$ cat src/rtl/spi_fifo_ctl.sv
// spi_fifo_ctl: TX/RX FIFO front end for an SPI engine.
// TX entries are {fast, data[31:0]}; RX is first-word-fall-through.
// Optional chip-select output spi_cs_n when SPI_FIFO_CTL_CS_EN is defined.
module spi_fifo_ctl #(
    parameter int unsigned DEPTH = 8
) (
    input  logic        clk,
    input  logic        rst,
    input  logic        tx_wr,
    input  logic        tx_fast,
    input  logic [31:0] tx_data,
    output logic        tx_full,
    input  logic        rx_rd,
    output logic [31:0] rx_data,
    output logic        rx_empty,
    output logic        busy,
    output logic        spi_start,
    output logic        spi_fast,
    output logic [31:0] spi_dataTx,
    input  logic [31:0] spi_dataRx,
    input  logic        spi_rdy
`ifdef SPI_FIFO_CTL_CS_EN
    ,
    output logic        spi_cs_n
`endif
);

    localparam int unsigned AW = $clog2(DEPTH);
    localparam int unsigned CW = AW + 1;
    localparam logic [CW-1:0] FULL_CNT = CW'(DEPTH);

    typedef enum logic [2:0] {IDLE, ISSUE, ARM, WAIT, CAPT} state_t;
    state_t state_q, state_d;

    logic [32:0]   tx_mem_q [DEPTH];
    logic [AW-1:0] tx_wp_q, tx_rp_q;
    logic [CW-1:0] tx_cnt_q;
    logic [31:0]   rx_mem_q [DEPTH];
    logic [AW-1:0] rx_wp_q, rx_rp_q;
    logic [CW-1:0] rx_cnt_q;
    logic          fast_q;
    logic [31:0]   data_q;

    logic          tx_push, tx_pop, rx_push, rx_pop, can_issue;
    logic [32:0]   tx_head;
    logic [31:0]   rx_wdata;

    assign tx_full   = (tx_cnt_q == FULL_CNT);
    assign rx_empty  = (rx_cnt_q == '0);
    assign tx_push   = tx_wr & ~tx_full;
    assign tx_pop    = (state_q == ISSUE);
    assign rx_push   = (state_q == CAPT);
    assign rx_pop    = rx_rd & ~rx_empty;
    assign tx_head   = tx_mem_q[tx_rp_q];
    assign rx_wdata  = fast_q ? spi_dataRx : {24'h0, spi_dataRx[7:0]};
    assign rx_data   = rx_empty ? '0 : rx_mem_q[rx_rp_q];
    assign busy      = (tx_cnt_q != '0) || (state_q != IDLE);
    assign spi_start = (state_q == ISSUE);
    assign spi_fast  = fast_q;
    assign spi_dataTx = data_q;

    // Any non-IDLE state holds one RX slot reserved for the word in flight.
    assign can_issue = (tx_cnt_q != '0)
                    && ((rx_cnt_q + CW'(state_q != IDLE)) < FULL_CNT)
                    && spi_rdy;

    // Next-state logic for the transfer sequencer.
    always_comb begin
        state_d = state_q;
        unique case (state_q)
            IDLE:    if (can_issue) state_d = ISSUE;
            ISSUE:   state_d = ARM;
            ARM:     state_d = WAIT;
            WAIT:    if (spi_rdy) state_d = CAPT;
            CAPT:    state_d = can_issue ? ISSUE : IDLE;
            default: state_d = IDLE;
        endcase
    end

    // State, pointers, counts and the latched transfer word.
    always_ff @(posedge clk or posedge rst) begin
        if (rst) begin
            state_q  <= IDLE;
            tx_wp_q  <= '0;
            tx_rp_q  <= '0;
            tx_cnt_q <= '0;
            rx_wp_q  <= '0;
            rx_rp_q  <= '0;
            rx_cnt_q <= '0;
            fast_q   <= 1'b0;
            data_q   <= '0;
        end else begin
            state_q <= state_d;
            if (tx_push) tx_wp_q <= tx_wp_q + AW'(1);
            if (tx_pop)  tx_rp_q <= tx_rp_q + AW'(1);
            unique case ({tx_push, tx_pop})
                2'b10:   tx_cnt_q <= tx_cnt_q + CW'(1);
                2'b01:   tx_cnt_q <= tx_cnt_q - CW'(1);
                default: tx_cnt_q <= tx_cnt_q;
            endcase
            if (rx_push) rx_wp_q <= rx_wp_q + AW'(1);
            if (rx_pop)  rx_rp_q <= rx_rp_q + AW'(1);
            unique case ({rx_push, rx_pop})
                2'b10:   rx_cnt_q <= rx_cnt_q + CW'(1);
                2'b01:   rx_cnt_q <= rx_cnt_q - CW'(1);
                default: rx_cnt_q <= rx_cnt_q;
            endcase
            // Latch on entry to ISSUE so mode/data are already valid on the start cycle.
            if (state_d == ISSUE) begin
                fast_q <= tx_head[32];
                data_q <= tx_head[31:0];
            end
        end
    end

    // FIFO storage; contents need no reset since counts gate visibility.
    always_ff @(posedge clk) begin
        if (tx_push) tx_mem_q[tx_wp_q] <= {tx_fast, tx_data};
        if (rx_push) rx_mem_q[rx_wp_q] <= rx_wdata;
    end

`ifdef SPI_FIFO_CTL_CS_EN
    logic cs_n_q, cs_n_d, capt_q;

    // Chip select drops on ISSUE and is released one cycle after the final capture.
    always_comb begin
        cs_n_d = cs_n_q;
        if (state_d == ISSUE)
            cs_n_d = 1'b0;
        else if (capt_q && (state_q == IDLE) && (tx_cnt_q == '0))
            cs_n_d = 1'b1;
    end

    // Chip-select register and delayed capture flag.
    always_ff @(posedge clk or posedge rst) begin
        if (rst) begin
            cs_n_q <= 1'b1;
            capt_q <= 1'b0;
        end else begin
            cs_n_q <= cs_n_d;
            capt_q <= (state_q == CAPT);
        end
    end

    assign spi_cs_n = cs_n_q;
`endif

endmodule
$ cat config.mk
export PLATFORM = sky130hd
export DESIGN_NAME = spi_fifo_ctl
export DESIGN_NICKNAME = d
export VERILOG_FILES = /design/src/rtl/spi_fifo_ctl.sv
export SDC_FILE = /design/constraint.sdc
export NUM_CORES = 1
export LEC_CHECK = 0
export BUFFER_PORTS_ARGS = -buffer_cell sky130_fd_sc_hd__buf_4
export CAP_MARGIN = 30
export CORE_ASPECT_RATIO = 1.25
export CORE_MARGIN = 5
export CORE_UTILIZATION = 38
export DETAILED_ROUTE_END_ITERATION = 6
export GPL_ROUTABILITY_DRIVEN = 0
export HOLD_SLACK_MARGIN = 0.06
export PLACE_DENSITY_LB_ADDON = 0.05
export RECOVER_POWER = 100
export REMOVE_ABC_BUFFERS = 1
export SETUP_SLACK_MARGIN = 0.1
export SYNTH_ARGS = -nofsm -noshare
export SYNTH_HDL_FRONTEND = slang
export SYNTH_SLANG_ARGS = --single-unit
$ cat constraint.sdc
create_clock -name clk -period 6.11 [get_ports clk]
set_clock_uncertainty 0.2 [all_clocks]
set_input_delay 0 -clock clk [delete_from_list [all_inputs] [get_ports clk]]
set_output_delay 0 -clock clk [all_outputs]
set_load 0.05 [all_outputs]
==> load_flow_metrics.sql, run 1 <==
INSERT INTO impl_metrics (metric_group, metric, value, unit) VALUES
('status', 'outcome', 'finished, violations left', ''),
('status', 'failed_checks', 'max-capacitance violations, max-slew violations', ''),
('power_and_ir_drop', 'p_sw', '4471', 'µW'),
('grt', 'grt_pass1_wl', '74050', 'µm'),
('die', 'floorplan.initialDensity', '0.3832', ''),
('run', 'drv_cap', '21', ''),
('place', 'port-buffer-count', '138', ''),
('grt', 'largest_net_degree_at_the_start_of_global_routing', '50', ''),
('synth', 'synthesis.yosys.warnings', '0', ''),
('synth', 'dominantRegCellSynth', 'sky130_fd_sc_hd__edfxtp_1', ''),
('power_and_ir_drop', 'power.density', '481.5', 'mW/mm²'),
('hold_path', 'hold_path_depth', '4', ''),
('worst_setup_path', 'timing.critical_path.from_type', 'flip-flop', ''),
('worst_setup_path', 'crit_chain', 'nor3_1 -> a21boi_0 -> nand2b_1 -> nor2_1 -> clkbuf_1', ''),
('timing', 'final_max_slew_viol_count', '571', ''),
('power_and_ir_drop', 'p_int', '8535', 'µW'),
('worst_setup_path', 'worstPathMaxFanout', '20', ''),
('clock_tree', 'clkSlewWorstSetupHoldPaths', '0.06', 'ns'),
('timing', 'fmax', '229.1', 'MHz'),
('synth', 'synthesis.area', '0.02231', 'mm²'),
('clock_tree', 'htree_levels', '2', ''),
('worst_setup_path', 'critical_path.startpoint', 'tx_cnt_q[0]', ''),
('routing', 'remaining_drcs', '0', ''),
('routing', 'first_iter_violations', '566', ''),
('clock_tree', 'clk_path_buf_depth', '3', ''),
('worst_setup_path', 'reg2regPathDepth', '5', ''),
('synth', 'number_of_flops_mapped_to_enable_cells_by_yosys', '520', ''),
('clock_tree', 'total_cts_buffers', '58', ''),
('worst_setup_path', 'setup.worst_path.end', 'tx_mem_q[4][32]', ''),
('power_and_ir_drop', 'combPwrFrac', '0.325', ''),
('worst_setup_path', 'worst-path-stages', '5', ''),
('clock_tree', 'clock_tree_root_driver_cell', 'sky130_fd_sc_hd__clkbuf_16', ''),
('worst_setup_path', 'worst_path_max_delay_cell', 'sky130_fd_sc_hd__clkbuf_1', ''),
('clock_tree', 'cts-resized-gates', '0', ''),
('place', 'hpwlAfterDp', '25860', 'µm'),
('timing', 'tightestPinTransition', '2.831', 'ns'),
('worst_setup_path', 'critPathArrivalTime', '4.35', 'ns'),
('worst_setup_path', 'worst_r2r_endpoint', 'tx_mem_q[4][32]', ''),
('worst_setup_path', 'crit_type', 'flip-flop to flip-flop', ''),
('place', 'placement.setup.worst_slack', '2.733', 'ns'),
('die', 'chipHeight', '280.9', 'µm'),
('grt', 'number_of_global_route_vias_before_repair', '11798', ''),
('die', 'die_area', '0.06368', 'mm²'),
('worst_setup_path', 'worst-endpoint-required', '6.10', 'ns'),
('routing', 'vias', '10658', ''),
('synth', 'synth.ff_latch_count', '576', ''),
('cells_and_area', 'register_area', '0.01703', 'mm²'),
('timing', 'finalHoldViolCount', '0', ''),
('routing', 'avgViaCountPerCell', '5.027', ''),
('routing', 'routedWlPerCell', '23.08', 'µm'),
('power_and_ir_drop', 'p_seq_frac', '0.411', ''),
('routing', 'ant_nets', '0', ''),
('timing', 'final-setup-viol-count', '0', ''),
('cells_and_area', 'final_layout_size_suffix_gt1_frac', '0.2789', ''),
('cells_and_area', 'multi_input_area', '0.005056', 'mm²'),
('clock_tree', 'cts_sinks', '576', ''),
('synth', 'synth.yosys.seq_area_share', '0.7628', ''),
('routing', 'detail_route.first_pass.iterations', '5', ''),
('worst_setup_path', 'crit_buf_inv', '1', ''),
('die', 'row_count', '99', ''),
('die', 'core_area', '0.05822', 'mm²'),
('grt', 'overflow', '0', ''),
('cells_and_area', 'final.fill_count', '5032', ''),
('grt', 'grtUsageTotal', '0.1554', ''),
('routing', 'routed_wirelength', '48930', 'µm'),
('worst_setup_path', 'r2r-start', 'tx_cnt_q[0]', ''),
('synth', 'post_synth.cell_area_avg', '21.87', 'µm²'),
('clock_tree', 'tritoncts', 'yes', ''),
('power_and_ir_drop', 'vdd_drop_max', '0.0002730', 'V'),
('synth', 'netlist-cell-type-count', '37', ''),
('grt', 'grt_antenna_before_repair', '4', '');
==> worst register-to-register path: cells and delay by family, from the launching register on <==
family                 cells  cell delay [ns]
buffers and inverters      1             1.27
AND/OR/NAND/NOR            3             1.60
flip-flops                 1             0.41
AO/OA/AOI/OAI              1             0.47
==> through the flow <==
step           instance area, µm²  power [µW]  std cells  hold slack (ns)
6_report                    27010       13010       2120           0.1936
4_1_cts                     27360       13530       2115           0.1313
3_5_place_dp                24380        9986       1895          -0.1958
3_3_place_gp                24350        9958       1894          0.03574
2_1_floorplan               22040        8589        973          -0.1011
5_1_grt                     27000       13730       2118           0.2226
==> routing by layer <==
metal  track usage  vias up  share of wire
li1              -     4757              -
met1        0.1929     5638           0.41
met2        0.2804      188           0.53
met3       0.03082       73          0.044
met4       0.03672        2          0.019
met5             0        -        0.00027
==> flip-flops by register name, indices dropped and copies added (netlist names) <==
name,flops
spi_fast,1
spi_dataTx,32
state_q,3
tx_cnt_q,4
rx_wp_q,3
tx_mem_q,264
tx_rp_q,3
rx_rp_q,3
rx_mem_q,256
tx_wp_q,3
rx_cnt_q,4
==> how the worst min path moves through the flow <==
stage	startpoint	to	slack (ns)
after floorplan	spi_dataRx[0]	rx_mem_q[0][0]	-0.10
after global placement	tx_data[2]	tx_mem_q[2][2]	0.04
after detailed placement	rst	spi_dataTx[6]	-0.20
after CTS	spi_rdy	state_q[1]	0.13
after global routing	spi_rdy	state_q[1]	0.22
final	spi_rdy	state_q[1]	0.19
==> cells in the mapped netlist, types with 7 or more instances <==
cell type                  number  area [µm²]
sky130_fd_sc_hd__and2_1        26       162.7
sky130_fd_sc_hd__buf_1         10       37.54
sky130_fd_sc_hd__buf_2         13       65.06
sky130_fd_sc_hd__clkbuf_1      19       71.32
sky130_fd_sc_hd__dfrtp_1       56        1401
sky130_fd_sc_hd__edfxtp_1     520       15610
sky130_fd_sc_hd__ha_1          10       125.1
sky130_fd_sc_hd__inv_1         10       37.54
sky130_fd_sc_hd__mux2_2        69       777.0
sky130_fd_sc_hd__mux2i_1       34       340.3
sky130_fd_sc_hd__mux4_2       130        2928
sky130_fd_sc_hd__nand2_1       17       63.81
sky130_fd_sc_hd__nand2b_1       7       43.79
sky130_fd_sc_hd__nor2_1        46       172.7
==> layout by cell type, fill, tap and decap left out, types with 9 or more instances in the layout <==
| cell type | Yosys | layout |
|---|---|---|
| sky130_fd_sc_hd__edfxtp_1 | 520 | 520 |
| sky130_fd_sc_hd__mux4_2 | 130 | 130 |
| sky130_fd_sc_hd__dlygate4sd3_1 | 0 | 112 |
| sky130_fd_sc_hd__clkbuf_1 | 19 | 102 |
| sky130_fd_sc_hd__mux2_2 | 69 | 69 |
| sky130_fd_sc_hd__clkbuf_16 | 0 | 59 |
| sky130_fd_sc_hd__dfrtp_1 | 56 | 52 |
| sky130_fd_sc_hd__clkbuf_4 | 0 | 42 |
| sky130_fd_sc_hd__nor2_1 | 46 | 38 |
| sky130_fd_sc_hd__buf_4 | 0 | 36 |
| sky130_fd_sc_hd__mux2i_1 | 34 | 34 |
| sky130_fd_sc_hd__and2_0 | 0 | 25 |
| sky130_fd_sc_hd__nand2_1 | 17 | 17 |
| sky130_fd_sc_hd__clkinv_2 | 0 | 14 |
| sky130_fd_sc_hd__ha_1 | 10 | 10 |
| sky130_fd_sc_hd__inv_1 | 10 | 9 |
| sky130_fd_sc_hd__clkbuf_8 | 0 | 9 |
==> power groups by stage <==
| stage | clock network (µW) | registers [µW] | logic [µW] |
|---|---|---|---|
| CTS | 3560 | 5420 | 4550 |
| finish | 3440 | 5350 | 4220 |
| detailed placement | 0 | 5500 | 4490 |
| floorplan | 0 | 5890 | 2700 |
| global route | 3740 | 5430 | 4560 |
| global placement | 0 | 5490 | 4470 |
==> area by class of cell <==
| class | count | share of cell area |
|---|---|---|
| inverters | 10 | 0.001390 |
| multi-input cells | 387 | 0.1872 |
| well taps | 757 | 0.03507 |
| diodes | 4 | 0.0003706 |
| flip-flops and latches | 576 | 0.6304 |
| clock buffers | 84 | 0.06147 |
| clock inverters | 24 | 0.007227 |
| repair buffers | 278 | 0.07690 |
==> repair_timing <==
action | CTS | global route
hold buffers | 112 | 0
buffers inserted | 0 | 0
endpoints found under the hold margin | 620 | 0
==> cell families (layout without fill, tap and decap cells) <==
logic type      count (synthesis)  in the layout  share of synthesized area
other cells                     0              4                          0
buf+inv                        57            396                    0.01357
mux                           233            233                     0.1813
xor+xnor                       11             11                   0.004319
simple gates                  116            116                    0.02558
compound gates                 15             15                   0.004936
flops                         576            576                     0.7628
fa+ha+maj                      12             12                   0.007404
(Power assumes the default switching activity.)
==> inputs of run 2 (changes only) <==
clock period = 3.82 ns   (was 6.11 ns; I/O delays follow)
==> load_flow_metrics.sql, run 2 (synthesis results as in run 1) <==
INSERT INTO impl_metrics (metric_group, metric, value, unit) VALUES
('clock_tree', 'clk-insertion-delay-late', '0.61', 'ns'),
('routing', 'avgViaCountPerCell', '5.041', ''),
('cells_and_area', 'nNetsFinal', '1403', ''),
('cells_and_area', 'largest_register_ff_count', '264', ''),
('die', 'total_i_o_pin_count', '139', ''),
('status', 'failed_checks', 'max-capacitance violations', ''),
('grt', 'overflow', '0', ''),
('clock_tree', 'cts_sinks', '576', ''),
('die', 'die_w', '226.7', 'µm'),
('timing', 'slew-limit-headroom', '0.001943', ''),
('worst_setup_path', 'worstPathMaxFanout', '18', ''),
('die', 'die_area', '0.06368', 'mm²'),
('timing', 'final_max_slew_viol_count', '0', ''),
('clock_tree', 'number_of_buffers_inserted_by_post_cts_setup_repair', '0', ''),
('routing', 'vias', '10717', ''),
('worst_setup_path', 'worst_setup_path_end_kind', 'output port', ''),
('clock_tree', 'htree_levels', '2', ''),
('grt', 'grtUsageTotal', '0.1530', ''),
('timing', 'rsz0062_at_grt', 'false', ''),
('cells_and_area', 'area_delta_synth_final', '21.83', '%'),
('worst_setup_path', 'critPathArrivalTime', '3.06', 'ns'),
('power_and_ir_drop', 'cellLeakagePower', '0.009119', 'µW'),
('cells_and_area', 'max_flop_register', 'tx_mem_q', ''),
('place', 'port-buffer-count', '138', ''),
('timing', 'finalHoldViolCount', '0', ''),
('die', 'core_area', '0.05822', 'mm²'),
('power_and_ir_drop', 'power.density', '774.0', 'mW/mm²'),
('timing', 'finalWorstPathRequiredPeriod', '3.258', 'ns'),
('routing', 'ant_nets', '0', ''),
('clock_tree', 'clk_path_buf_depth', '3', ''),
('timing', 'post-route-period-util', '0.8528', ''),
('clock_tree', 'tritoncts', 'yes', ''),
('timing', 'fmax', '307.0', 'MHz'),
('power_and_ir_drop', 'p_int', '13800', 'µW'),
('power_and_ir_drop', 'combPwrFrac', '0.333', ''),
('place', 'post_dp_cell_area', '0.02453', 'mm²'),
('place', 'hpwlAfterDp', '27530', 'µm'),
('cells_and_area', 'final_cell_mix', 'sky130_fd_sc_hd__edfxtp_1 (520), sky130_fd_sc_hd__mux4_2 (130), sky130_fd_sc_hd__dlygate4sd3_1 (112), sky130_fd_sc_hd__clkbuf_1 (91), sky130_fd_sc_hd__mux2_2 (62)', ''),
('die', 'row_count', '99', ''),
('hold_path', 'holdCritPathClass', 'primary input to flip-flop', ''),
('timing', 'final-setup-viol-count', '0', ''),
('cells_and_area', 'final_core_util', '0.4668', ''),
('power_and_ir_drop', 'p_sw_frac', '0.3440', ''),
('grt', 'grt_pass1_wl', '73560', 'µm'),
('place', 'placement.setup.worst_slack', '0.7448', 'ns'),
('clock_tree', 'total_cts_buffers', '58', ''),
('routing', 'routed_wirelength', '48600', 'µm'),
('cells_and_area', 'layout.cells.most_common', 'sky130_fd_sc_hd__edfxtp_1', ''),
('grt', 'grt_antenna_before_repair', '1', ''),
('power_and_ir_drop', 'p_seq_frac', '0.399', ''),
('die', 'floorplan.initialDensity', '0.3832', ''),
('clock_tree', 'cts-resized-gates', '0', ''),
('routing', 'detail_route.first_pass.iterations', '4', ''),
('grt', 'number_of_global_route_vias_before_repair', '11768', ''),
('cells_and_area', 'finalInstanceArea', '0.02718', 'mm²'),
('routing', 'first_iter_violations', '495', ''),
('status', 'outcome', 'finished, violations left', ''),
('grt', 'largest_net_degree_at_the_start_of_global_routing', '69', ''),
('timing', 'fin_ws', '0.5623', 'ns'),
('worst_setup_path', 'worst-endpoint-required', '3.62', 'ns'),
('cells_and_area', 'final_layout_size_suffix_gt1_frac', '0.2851', ''),
('routing', 'remaining_drcs', '0', ''),
('cells_and_area', 'final_cells', '2126', ''),
('clock_tree', 'clock_tree_root_driver_cell', 'sky130_fd_sc_hd__clkbuf_16', ''),
('worst_setup_path', 'crit_type', 'flip-flop to output port', ''),
('power_and_ir_drop', 'vdd_drop_max', '0.0004596', 'V'),
('power_and_ir_drop', 'p_sw', '7235', 'µW'),
('clock_tree', 'clkSlewWorstSetupHoldPaths', '0.06', 'ns'),
('clock_tree', 'hold_buffers', '112', ''),
('power_and_ir_drop', 'power', '21040', 'µW'),
('run', 'drv_cap', '1', ''),
('routing', 'routedWlPerCell', '22.86', 'µm'),
('place', 'dp.cells', '1906', ''),
('worst_setup_path', 'timing.critical_path.from_type', 'flip-flop', ''),
('power_and_ir_drop', 'share_clk_of_total_power', '0.268', ''),
('timing', 'tightestPinTransition', '1.497', 'ns'),
('die', 'chipHeight', '280.9', 'µm');
## run 2: power groups by stage
stage	Sequential [µW]	Combinational [µW]	Clock, µW
floorplan	9420	4320	0
global placement	8590	7470	0
detailed placement	8550	7580	0
CTS	8430	7680	5840
global route	8490	7560	6080
finish	8390	7010	5640
## run 2: area by class of cell
type / count / area [µm²]
Clock inverter: 26 / 292.8
Sequential cell: 576 / 17020
Fill cell: 5021 / 31040
Antenna cell: 1 / 2.502
Multi-Input combinational cell: 387 / 5061
Clock buffer: 81 / 1598
Inverter: 10 / 37.54
Tap cell: 757 / 947.2
Timing Repair Buffer: 288 / 2215
## run 2: through the flow
step                      hold slack [ns]  TNS [ns]
final                              0.1699         0
after global placement            0.03415         0
after CTS                          0.1059         0
after global routing               0.1980         0
after detailed placement          -0.2964         0
after floorplan                   -0.1011    -34.08
## run 2: metal layers
metal | wire, µm | vias up | part of all wire | global-route usage
met5 | 0 | - | 0 | 0
met4 | 1056 | 0 | 0.022 | 0.03672
met3 | 1764 | 72 | 0.036 | 0.02654
met2 | 26050 | 178 | 0.54 | 0.2804
met1 | 19730 | 5688 | 0.41 | 0.1884
li1 | - | 4779 | - | -
## run 2: path summary, 6_finish.rpt
path,startpoint,to,slack [ns],depth (start not counted)
setup / recovery,rx_rp_q[0],rx_data[21],0.56,5
hold / removal,spi_rdy,state_q[1],0.17,4
hold reg to reg,spi_dataTx[13],spi_dataTx[13],0.30,1
min in group asynchronous,rst,spi_dataTx[6],0.22,4
max in group asynchronous,rst,spi_dataTx[9],1.56,5
setup reg to reg,tx_rp_q[0],spi_dataTx[12],0.68,4
## run 2: critical path, cell delays in order (launching register included)
cell and delay [ns]:
sky130_fd_sc_hd__dfrtp_2 0.80, sky130_fd_sc_hd__buf_4 0.46, sky130_fd_sc_hd__mux4_2 0.56, sky130_fd_sc_hd__mux2i_1 0.15
sky130_fd_sc_hd__nor2_1 0.11, sky130_fd_sc_hd__clkbuf_1 0.37
==> inputs of run 3 (changes only) <==
ABC_AREA = 1   (was not set)
==> load_flow_metrics.sql, run 3 <==
INSERT INTO impl_metrics (metric_group, metric, value, unit) VALUES
('synth', 'ys_async_sr_fraction', '0.09722', ''),
('die', 'total_i_o_pin_count', '139', ''),
('timing', 'finalWorstPathRequiredPeriod', '3.401', 'ns'),
('die', 'core_area', '0.06402', 'mm²'),
('power_and_ir_drop', 'combPwrFrac', '0.384', ''),
('synth', 'post_synth_inst_count', '2321', ''),
('routing', 'remaining_drcs', '0', ''),
('routing', 'detail_route.first_pass.iterations', '7', ''),
('place', 'port-buffer-count', '138', ''),
('status', 'failed_checks', 'max-capacitance violations, max-slew violations', ''),
('die', 'row_count', '104', ''),
('clock_tree', 'total_cts_buffers', '59', ''),
('power_and_ir_drop', 'p_sw_frac', '0.4122', ''),
('routing', 'first_iter_violations', '985', ''),
('clock_tree', 'clk-insertion-delay-late', '0.61', 'ns'),
('clock_tree', 'cts_sinks', '576', ''),
('synth', 'yosysTopAreaCellShare', '0.6389', ''),
('hold_path', 'holdCritStartpoint', 'spi_dataRx[19]', ''),
('hold_path', 'timing.hold.worst_endpoint', 'rx_mem_q[5][19]', ''),
('place', 'placement.setup.worst_slack', '1.224', 'ns'),
('grt', 'overflow', '0', ''),
('clock_tree', 'clkSlewWorstSetupHoldPaths', '0.06', 'ns'),
('cells_and_area', 'finalInstanceArea', '0.02907', 'mm²'),
('timing', 'final-setup-viol-count', '0', ''),
('synth', 'dominantRegCellSynth', 'sky130_fd_sc_hd__edfxtp_1', ''),
('worst_setup_path', 'ff2ff_setup_slack', '0.43', 'ns'),
('synth', 'synthesis.area', '0.02444', 'mm²'),
('synth', 'synth.largest_area_cell', 'sky130_fd_sc_hd__edfxtp_1', ''),
('worst_setup_path', 'crit_chain', 'clkbuf_2 -> o21ai_0 -> o21ai_1 -> a21oi_1 -> nor2_1 -> clkbuf_2', ''),
('synth', 'synthMostInstantiatedCell', 'sky130_fd_sc_hd__nand2_1', ''),
('timing', 'rsz0062_at_grt', 'false', ''),
('timing', 'slew-limit-headroom', '-0.2319', ''),
('place', 'post_dp_cell_area', '0.02650', 'mm²'),
('die', 'die_w', '236.8', 'µm'),
('cells_and_area', 'largest_register_ff_count', '264', ''),
('clock_tree', 'tritoncts', 'yes', ''),
('worst_setup_path', 'timing.critical_path.from_type', 'flip-flop', ''),
('worst_setup_path', 'reg2regPathDepth', '5', ''),
('clock_tree', 'cts-resized-gates', '0', ''),
('grt', 'largest_net_degree_at_the_start_of_global_routing', '82', ''),
('hold_path', 'holdCritPathClass', 'primary input to flip-flop', ''),
('clock_tree', 'htree_levels', '2', ''),
('grt', 'grt_antenna_before_repair', '2', ''),
('grt', 'grtUsageTotal', '0.1767', ''),
('timing', 'post-route-period-util', '0.8903', ''),
('status', 'outcome', 'finished, violations left', ''),
('cells_and_area', 'layout.cells.most_common', 'sky130_fd_sc_hd__nand2_1', ''),
('clock_tree', 'clk_path_buf_depth', '3', ''),
('synth', 'number_of_flops_mapped_to_enable_cells_by_yosys', '520', ''),
('grt', 'number_of_global_route_vias_before_repair', '16048', ''),
('run', 'drv_cap', '5', ''),
('power_and_ir_drop', 'share_clk_of_total_power', '0.249', ''),
('worst_setup_path', 'worst_path_largest_cell_delay', '0.96', 'ns'),
('timing', 'fmax', '294.0', 'MHz'),
('timing', 'fin_ws', '0.4190', 'ns'),
('timing', 'final_max_slew_viol_count', '58', ''),
('timing', 'fin_worst_hold_slack', '0.1592', 'ns'),
('power_and_ir_drop', 'p_int', '13140', 'µW'),
('worst_setup_path', 'worst_setup_path_end_kind', 'output port', ''),
('worst_setup_path', 'crit_top_cell', 'sky130_fd_sc_hd__clkbuf_2', ''),
('die', 'die_area', '0.06952', 'mm²'),
('worst_setup_path', 'worst_path_max_delay_cell', 'sky130_fd_sc_hd__clkbuf_2', ''),
('routing', 'avgViaCountPerCell', '4.659', ''),
('synth', 'synthesis.yosys.warnings', '0', ''),
('synth', 'synth.cells.most_frequent', 'sky130_fd_sc_hd__nand2_1 (724), sky130_fd_sc_hd__edfxtp_1 (520), sky130_fd_sc_hd__inv_1 (313), sky130_fd_sc_hd__nor2_1 (211), sky130_fd_sc_hd__nand3_1 (171)', ''),
('grt', 'grt_pass1_wl', '95940', 'µm'),
('routing', 'vias', '16133', ''),
('routing', 'routed_wirelength', '62220', 'µm'),
('power_and_ir_drop', 'vdd_drop_max', '0.0004869', 'V'),
('power_and_ir_drop', 'power.density', '769.2', 'mW/mm²'),
('synth', 'dominant_cells_by_area_after_synthesis', 'sky130_fd_sc_hd__edfxtp_1 (64%), sky130_fd_sc_hd__nand2_1 (11%), sky130_fd_sc_hd__dfrtp_1 (5.7%), sky130_fd_sc_hd__inv_1 (4.8%), sky130_fd_sc_hd__nand3_1 (3.5%)', ''),
('worst_setup_path', 'worstPathMaxFanout', '54', ''),
('routing', 'routedWlPerCell', '17.97', 'µm'),
('cells_and_area', 'nNetsFinal', '2645', ''),
('synth', 'post_synth.cell_area_avg', '10.53', 'µm²'),
('timing', 'finalHoldViolCount', '0', ''),
('cells_and_area', 'max_flop_register', 'tx_mem_q', ''),
('power_and_ir_drop', 'cellLeakagePower', '0.01234', 'µW'),
('synth', 'netlist-cell-type-count', '31', ''),
('routing', 'ant_nets', '0', ''),
('die', 'chipHeight', '293.5', 'µm'),
('cells_and_area', 'area_delta_synth_final', '18.96', '%'),
('die', 'floorplan.initialDensity', '0.3817', ''),
('worst_setup_path', 'crit_type', 'flip-flop to output port', ''),
('worst_setup_path', 'r2r-start', 'state_q[1]', ''),
('power_and_ir_drop', 'p_sw', '9218', 'µW'),
('worst_setup_path', 'worst_r2r_endpoint', 'rx_mem_q[0][19]', ''),
('worst_setup_path', 'critPathArrivalTime', '3.20', 'ns'),
('place', 'hpwlAfterDp', '34210', 'µm'),
('synth', 'synth.ff_latch_count', '576', ''),
('hold_path', 'hold_path_depth', '4', ''),
('worst_setup_path', 'worst-endpoint-required', '3.62', 'ns'),
('synth', 'synth.yosys.seq_area_share', '0.6963', ''),
('cells_and_area', 'final_layout_size_suffix_gt1_frac', '0.08687', ''),
('cells_and_area', 'final_cell_mix', 'sky130_fd_sc_hd__nand2_1 (725), sky130_fd_sc_hd__edfxtp_1 (520), sky130_fd_sc_hd__inv_1 (312), sky130_fd_sc_hd__nor2_1 (210), sky130_fd_sc_hd__nand3_1 (170)', ''),
('clock_tree', 'clock_tree_root_driver_cell', 'sky130_fd_sc_hd__clkbuf_16', ''),
('timing', 'tightestPinTransition', '1.841', 'ns'),
('power_and_ir_drop', 'p_seq_frac', '0.367', '');
## run 3: cell count changes in the layout (fill, tap and decap cells not counted), moves of 16 or more
cell                       delta
sky130_fd_sc_hd__mux2_2      -62
sky130_fd_sc_hd__o21ai_0    +112
sky130_fd_sc_hd__o21ai_1     +21
sky130_fd_sc_hd__nor2_1     +174
sky130_fd_sc_hd__mux2i_1     -34
sky130_fd_sc_hd__inv_1      +302
sky130_fd_sc_hd__nand2_1    +708
sky130_fd_sc_hd__mux4_2     -130
sky130_fd_sc_hd__clkbuf_1    -16
sky130_fd_sc_hd__a21oi_1     +32
sky130_fd_sc_hd__and2_0      -24
sky130_fd_sc_hd__nand3_1    +166
## run 3: logic make-up after synthesis
family / Yosys count / synth area share
xor gates and xnor gates: 14 / 0.005017
and+or+nand+nor: 1116 / 0.1821
AOI/OAI and AO/OA: 172 / 0.03543
adders and majority gates: 12 / 0.006758
buffers and inverters: 431 / 0.07449
DFF: 576 / 0.6963
## run 3: worst max-delay path, delay by kind of cell (launching register included)
| family | cells | cell delay [ns] |
|---|---|---|
| buffers and inverters | 2 | 1.30 |
| DFF | 1 | 0.58 |
| AOI/OAI and AO/OA | 3 | 0.43 |
| and+or+nand+nor | 1 | 0.27 |
## run 3: area by class of cell
type	count	area (µm²)
Timing Repair Buffer	292	2322
Multi-Input combinational cell	1314	5603
Antenna cell	2	5.005
Sequential cell	576	17030
Clock buffer	86	1660
Tap cell	848	1061
Inverter	320	1202
Fill cell	6157	34950
Clock inverter	25	193.9
## run 3: worst max-delay path by stage
stage / start / end / slack, ns / depth (start not counted)
after global routing: rx_rp_q[0] / rx_data[24] / 0.21 / 6
after CTS: rx_rp_q[0] / rx_data[13] / 0.58 / 7
after global placement: rx_rp_q[1] / rx_data[31] / 1.25 / 8
after floorplan: rx_rp_q[0] / rx_data[0] / -0.52 / 5
final: rx_rp_q[0] / rx_data[24] / 0.42 / 6
after detailed placement: state_q[1] / rx_mem_q[3][10] / 1.22 / 6
## run 3: repair_timing
| action | CTS | global route |
|---|---|---|
| endpoints found under the hold margin | 626 | 0 |
| hold buffers | 113 | 0 |
| buffers inserted | 0 | 0 |
## run 3: metal layers
layer	wire, µm	global-route usage	vias up	share of wire
met5	0	0	-	0
met4	922	0.03352	0	0.015
met3	2410	0.02619	65	0.039
met2	31770	0.3206	283	0.51
met1	27120	0.2274	7792	0.44
li1	-	-	7993	-
## run 3: power groups by stage
stage          Clock (µW)  Combinational (µW)  Sequential (µW)
2_1_floorplan           0                5100             9060
3_3_place_gp            0                9020             8330
3_5_place_dp            0                9080             8340
4_1_cts              5740                9200             8220
5_1_grt              5990                9560             8290
6_report             5570                8590             8200
## run 3: metrics by stage
step           utilization  instances  TNS [ns]  power (µW)
2_1_floorplan            -       2210    -29.00       14160
3_3_place_gp        0.4137       3236         0       17350
3_5_place_dp        0.4140       3237         0       17420
4_1_cts             0.4606       3461         0       23150
5_1_grt             0.4541       3462         0       23830
6_report            0.4541       3463         0       22360
